**config.mk**
```make
export PLATFORM = sky130hd
export DESIGN_NAME = ep_rst_seq
export DESIGN_NICKNAME = d
export VERILOG_FILES = /design/src/rtl/ep_rst_seq_pkg.sv /design/src/rtl/ep_rst_seq_dly.sv /design/src/rtl/ep_rst_seq.sv
export SDC_FILE = /design/constraint.sdc
export NUM_CORES = 1
export LEC_CHECK = 0
export CAP_MARGIN = 20
export CORE_UTILIZATION = 35
export CTS_CLUSTER_SIZE = 20
export DETAILED_ROUTE_END_ITERATION = 16
export GPL_ROUTABILITY_DRIVEN = 0
export GPL_TIMING_DRIVEN = 0
export PLACE_DENSITY_LB_ADDON = 0.25
export SLEW_MARGIN = 5
export SYNTH_ARGS = -nofsm -noshare
export SYNTH_HDL_FRONTEND = slang
export SYNTH_SLANG_ARGS = --single-unit
```
**constraint.sdc**
```tcl
create_clock -name clk250 -period 2.55 [get_ports clk250]
set_clock_uncertainty 0.2 [all_clocks]
set_input_delay 0.6375 -clock clk250 [delete_from_list [all_inputs] [get_ports clk250]]
set_output_delay 0.6375 -clock clk250 [all_outputs]
set_load 0.02 [all_outputs]
```
**src/rtl/ep_rst_seq_pkg.sv**
```systemverilog
// Shared types and constants for the PCIe endpoint staged reset-release sequencer.
package ep_rst_seq_pkg;

    localparam int STAGE_DLY_DEF   = 16;
    localparam int QUIESCE_TMO_DEF = 1024;
    localparam int DROP_CNT_MAX    = 255;

    typedef enum logic [5:0] {
        ST_HOLD    = 6'b000001,
        ST_REL_RX  = 6'b000010,
        ST_REL_TX  = 6'b000100,
        ST_REL_IRQ = 6'b001000,
        ST_RUN     = 6'b010000,
        ST_QUIESCE = 6'b100000
    } state_t;

    function automatic logic [7:0] sat_inc(input logic [7:0] v);
        return (v == 8'(DROP_CNT_MAX)) ? v : v + 8'd1;
    endfunction

endpackage

```
**src/rtl/ep_rst_seq_dly.sv**
```systemverilog
// Loadable stage-gap up-counter; tc pulses while enabled at count STAGE_DLY-1.
module ep_rst_seq_dly #(
    parameter int STAGE_DLY = 16,
    parameter int CNT_W     = 5
) (
    input  logic             clk250,
    input  logic             reset250_n,
    input  logic             clr,
    input  logic             load,
    input  logic [CNT_W-1:0] load_val,
    input  logic             en,
    output logic             tc
);

    logic [CNT_W-1:0] cnt;

    always_ff @(posedge clk250 or negedge reset250_n) begin
        if (!reset250_n)
            cnt <= '0;
        else if (clr)
            cnt <= '0;
        else if (load)
            cnt <= load_val;
        else if (en)
            cnt <= cnt + 1'b1;
    end

    assign tc = en && (cnt == CNT_W'(STAGE_DLY - 1));

endmodule

```
**src/rtl/ep_rst_seq.sv**
```systemverilog
// Staged reset release (rx DMA -> tx DMA -> irq) with quiesce handshake on link drop.
// EP_RST_SEQ_TMO_EN adds a quiesce timeout and the sticky tmo_flag.
//
// state      | meaning
// HOLD       | all resets asserted, waiting for rst250 low
// REL_RX     | gap before rx DMA release
// REL_TX     | gap before tx DMA release
// REL_IRQ    | gap before interrupt release and sys_ready
// RUN        | everything released
// QUIESCE    | link dropped, waiting for DMA idle acknowledge
module ep_rst_seq
    import ep_rst_seq_pkg::*;
#(
    parameter int STAGE_DLY   = STAGE_DLY_DEF,
    parameter int CNT_W       = 5,
    parameter int QUIESCE_TMO = QUIESCE_TMO_DEF,
    parameter int TMO_W       = 11
) (
    input  logic       clk250,
    input  logic       reset250_n,
    input  logic       rst250,
    input  logic       quiesce_ack,
    output logic       rx_rst,
    output logic       tx_rst,
    output logic       irq_rst,
    output logic       quiesce_req,
    output logic       sys_ready,
    output logic [7:0] drop_cnt,
    output logic       tmo_flag
);

    state_t     state, state_nxt;
    logic       rx_nxt, tx_nxt, irq_nxt, req_nxt, rdy_nxt;
    logic [7:0] drop_nxt;
    logic       stage_en, stage_clr, stage_tc;
    logic       tmo_hit;

    ep_rst_seq_dly #(.STAGE_DLY(STAGE_DLY), .CNT_W(CNT_W)) u_dly (
        .clk250     (clk250),
        .reset250_n (reset250_n),
        .clr        (stage_clr),
        .load       (1'b0),
        .load_val   ({CNT_W{1'b0}}),
        .en         (stage_en),
        .tc         (stage_tc)
    );

`ifdef EP_RST_SEQ_TMO_EN
    logic [TMO_W-1:0] tmo_cnt;

    assign tmo_hit = (state == ST_QUIESCE) && (tmo_cnt == TMO_W'(QUIESCE_TMO - 1));

    always_ff @(posedge clk250 or negedge reset250_n) begin
        if (!reset250_n) begin
            tmo_cnt  <= '0;
            tmo_flag <= 1'b0;
        end else begin
            tmo_cnt <= (state == ST_QUIESCE) ? tmo_cnt + 1'b1 : '0;
            // a real ack in the same cycle is not a timeout
            if (tmo_hit && !quiesce_ack)
                tmo_flag <= 1'b1;
        end
    end
`else
    assign tmo_hit  = 1'b0;
    assign tmo_flag = 1'b0;
`endif

    always_comb begin
        state_nxt = state;
        rx_nxt    = rx_rst;
        tx_nxt    = tx_rst;
        irq_nxt   = irq_rst;
        req_nxt   = quiesce_req;
        rdy_nxt   = sys_ready;
        drop_nxt  = drop_cnt;
        stage_en  = 1'b0;
        stage_clr = 1'b1;
        case (state)
            ST_HOLD: begin
                {rx_nxt, tx_nxt, irq_nxt} = 3'b111;
                req_nxt = 1'b0;
                rdy_nxt = 1'b0;
                if (!rst250)
                    state_nxt = ST_REL_RX;
            end
            ST_REL_RX, ST_REL_TX, ST_REL_IRQ: begin
                stage_en  = 1'b1;
                stage_clr = stage_tc || rst250;
                if (rst250) begin
                    {rx_nxt, tx_nxt, irq_nxt} = 3'b111;
                    rdy_nxt   = 1'b0;
                    state_nxt = ST_HOLD;
                end else if (stage_tc) begin
                    if (state == ST_REL_RX) begin
                        rx_nxt    = 1'b0;
                        state_nxt = ST_REL_TX;
                    end else if (state == ST_REL_TX) begin
                        tx_nxt    = 1'b0;
                        state_nxt = ST_REL_IRQ;
                    end else begin
                        irq_nxt   = 1'b0;
                        rdy_nxt   = 1'b1;
                        state_nxt = ST_RUN;
                    end
                end
            end
            ST_RUN: begin
                if (rst250) begin
                    rdy_nxt   = 1'b0;
                    req_nxt   = 1'b1;
                    drop_nxt  = sat_inc(drop_cnt);
                    state_nxt = ST_QUIESCE;
                end
            end
            ST_QUIESCE: begin
                if (quiesce_ack || tmo_hit) begin
                    req_nxt   = 1'b0;
                    {rx_nxt, tx_nxt, irq_nxt} = 3'b111;
                    state_nxt = ST_HOLD;
                end
            end
            default: begin
                {rx_nxt, tx_nxt, irq_nxt} = 3'b111;
                req_nxt   = 1'b0;
                rdy_nxt   = 1'b0;
                state_nxt = ST_HOLD;
            end
        endcase
    end

    always_ff @(posedge clk250 or negedge reset250_n) begin
        if (!reset250_n) begin
            state       <= ST_HOLD;
            rx_rst      <= 1'b1;
            tx_rst      <= 1'b1;
            irq_rst     <= 1'b1;
            quiesce_req <= 1'b0;
            sys_ready   <= 1'b0;
            drop_cnt    <= 8'd0;
        end else begin
            state       <= state_nxt;
            rx_rst      <= rx_nxt;
            tx_rst      <= tx_nxt;
            irq_rst     <= irq_nxt;
            quiesce_req <= req_nxt;
            sys_ready   <= rdy_nxt;
            drop_cnt    <= drop_nxt;
        end
    end

endmodule
```
==> metrics.csv <==
stage;metric;value;unit
global_route;first-pass GRT wire length;3640;µm
logic_synthesis;Yosys top cell area share;41.3;%
clock_tree;Clock Latency Late Sink;0.31;ns
logic_synthesis;ranking of synthesized cells by area;dfrtp_1 (41%), dfstp_2 (8.7%), xnor2_1 (5.8%);
die;Die ar.;3700;µm²
power;Pwr Total;0.770;mW
placed_design;DP Area;1420;µm²
timing;minimum clock period;2.29;ns
global_route;gr usage total;13.5;%
setup_path;CP Launch Point;rx_rst$_DFFE_PN1P_;
global_route;met3 Usage GRT;2.35;%
setup_path;beginning of the worst register-to-register path;state[1]$_DFFE_PN0P_;
setup_path;crit-path max cell delay;0.60;ns
global_route;M1 GR Usage;18.3;%
global_route;initial antenna violation count;0;
setup_path;FF-to-FF End;drop_cnt[1]$_DFFE_PN0P_;
global_route;met2 GRT Util;20.1;%
die;I/O pin cnt;18;
die;Core ar.;3340;µm²
timing;RSZ-0062 raised after global routing;false;
timing;worst slew pin tran;0.695;ns
cells_and_area;final core occ;43.7;%
logic_synthesis;Yosys top cell by area;dfrtp_1;
clock_tree;CTS Root Cell;clkbuf_4;
power;Power Density;528;nW/µm²
timing;final setup fails;0;
clock_tree;CTS sink cnt;24;
die;Rows;21;
clock_tree;TritonCTS clock tree;done;
drt;routed len/inst;11.8;µm
die;initial core utilization;36.3;%
drt;drt total wl;2120;µm
setup_path;stages on the worst setup path;1;
logic_synthesis;Synthesis Warnings;0;
die;Die Wd;60.9;µm
setup_path;CP Capture Point;rx_rst;
drt;Pre-antenna DRT Iters;4;
clock_tree;cts hold-fix bufs;0;
logic_synthesis;register bit total from synthesis;24;
global_route;grt peak-use layer;met2;
setup_path;WP buf/inv;1;
logic_synthesis;Post-Syn Area per Cell;10.7;µm²
min_path;HP Class;reg2reg;
cells_and_area;Syn-to-layout area delta;20.2;%
logic_synthesis;Synth Instances;113;
power;VDD IR max;0.000202;V
cells_and_area;share of layout cells above drive strength 1;13.5;%
setup_path;Critical Path AT;1.45;ns
clock_tree;post-CTS setup buffer count;0;
job;Max Cap Viol;0;
setup_path;Critical Path RT;1.71;ns
die;Die Y;60.9;µm
drt;total number of vias;877;
setup_path;Startpoint Class;flop;
setup_path;Critical Setup Path Class;reg2out;
timing;Final Cycle Share;89.9;%
setup_path;R2R cell count;5;
timing;Max Freq;436;MHz
logic_synthesis;Mapped Nets;120;
clock_tree;H-tree depth;1;
drt;routed vias/inst;4.90;
timing;fin. max-slew vios;0;
cells_and_area;# nets final;141;
logic_synthesis;synthesized area;1210;µm²
clock_tree;clk slew on worst S/H paths;0.12;ns
timing;final hold vios;0;
global_route;vias in the first global route;809;
setup_path;CP Capture Type;output port;
setup_path;CP max stage cell;clkdlybuf4s50_1;
drt;Detail Route Antenna Nets;0;
timing;setup TNS;0;ns
drt;DR iter-0 viols;24;
status;status;finished clean;
logic_synthesis;register area share after synthesis;49.9;%
global_route;total grt overflow;0;
setup_path;Crit path max-delay family;buffers and inverters;
global_route;pin count of the biggest net entering global routing;25;
placed_design;DP HPWL;1530;µm
power;leakage;0.628;nW
setup_path;crit-path max FO;2;
clock_tree;clock buffer count from CTS;3;
logic_synthesis;number of synthesized flops with an enable pin;0;
placed_design;PortBufs;15;
setup_path;Worst R2R Setup Slack;0.50;ns
logic_synthesis;Async SR Flop Fraction;100;%
timing;relative slew slack;53.5;%
cells_and_area;Finished Cell Area;1460;µm²
clock_tree;CTS resizes;0;
logic_synthesis;library cells used by synthesis;37;
drt;DRC;0;
setup_path;crit path cell chain;clkdlybuf4s50_1;
logic_synthesis;Post-synth top flop;dfrtp_1;
clock_tree;CTS max path bufs;2;
cells_and_area;Ant. Diodes;0;
## how the worst min path moves through the flow
stage,from,endpoint,cells after the start
6_report,u_dly.cnt[0]$_DFFE_PN0P_,u_dly.cnt[0]$_DFFE_PN0P_,1
5_1_grt,u_dly.cnt[0]$_DFFE_PN0P_,u_dly.cnt[0]$_DFFE_PN0P_,1
4_1_cts,u_dly.cnt[0]$_DFFE_PN0P_,u_dly.cnt[0]$_DFFE_PN0P_,1
3_5_place_dp,u_dly.cnt[0]$_DFFE_PN0P_,u_dly.cnt[0]$_DFFE_PN0P_,1
3_3_place_gp,u_dly.cnt[0]$_DFFE_PN0P_,u_dly.cnt[0]$_DFFE_PN0P_,1
2_1_floorplan,reset250_n,drop_cnt[0]$_DFFE_PN0P_,0
## metal layers
layer	up-vias	routed length [µm]
met5	-	0
met4	0	28
met3	3	56
met2	15	1040
met1	426	995
li1	433	-
## flip-flops by register name, indices dropped and copies added, names as in the netlist
signal	flops
state	6
u_dly.cnt	5
rx_rst	1
tx_rst	1
quiesce_req	1
sys_ready	1
irq_rst	1
drop_cnt	8
## power breakdown
group	internal (mW)	leakage, nW	switching, mW
combinational	0.0750	0.293	0.0996
sequential	0.404	0.320	0.0212
clock	0.0611	0.0150	0.109
total	0.540	0.628	0.230
## cell families (layout without fill, tap and decap cells)
logic type,Yosys count,in the layout,synth area share [%]
other,1,1,0.309
AO/OA/AOI/OAI,20,20,11.6
flip-flops,24,24,49.9
buffers and inverters,10,30,5.06
XOR/XNOR,11,11,7.95
adder cells (fa/ha/maj),3,3,3.10
multiplexers,1,1,0.929
AND/OR/NAND/NOR,43,43,21.2
## layout make-up
cell class | instances | area, µm²
inverter | 4 | 15.0
buffer | 6 | 46.3
multi-input combinational | 79 | 546
tap | 46 | 57.6
sequential | 24 | 606
clock buffer | 4 | 26.3
timing repair buffer | 16 | 161
fill | 328 | 1880
## synthesized netlist by cell type (2+ instances only)
library cell	n
a21o_1	3
xnor2_1	8
o21ai_0	2
nand3b_1	2
nor2_1	8
ha_1	3
a21oi_1	8
buf_6	2
nor3_1	2
nor2b_1	2
xor2_1	3
inv_1	4
dfstp_2	4
buf_4	2
nand4_1	4
dfrtp_1	20
nand3_1	6
nand2_1	7
and3_1	4
o211ai_1	2
## layout by cell type (no fill, tap or decap), types with 2 or more instances in the layout
cell type | netlist | final
dfrtp_1 | 20 | 20
clkdlybuf4s50_1 | 0 | 15
nor2_1 | 8 | 8
a21oi_1 | 8 | 8
xnor2_1 | 8 | 8
nand2_1 | 7 | 7
nand3_1 | 6 | 6
and3_1 | 4 | 4
inv_1 | 4 | 4
nand4_1 | 4 | 4
dfstp_2 | 4 | 4
buf_6 | 2 | 3
xor2_1 | 3 | 3
a21o_1 | 3 | 3
ha_1 | 3 | 3
clkbuf_4 | 0 | 3
clkbuf_1 | 1 | 2
o21ai_0 | 2 | 2
buf_4 | 2 | 2
nor3_1 | 2 | 2
o211ai_1 | 2 | 2
nand3b_1 | 2 | 2
nor2b_1 | 2 | 2
## metrics by stage
step	instances	hold slack, ns	setup WS (ns)
after floorplan	113	0.142	0.638
after detailed placement	174	0.248	0.352
after global routing	179	0.282	0.206
final	179	0.261	0.258
after CTS	178	0.265	0.239
after global placement	174	0.242	0.386
No activity file was read; power rests on OpenSTA's default activity.
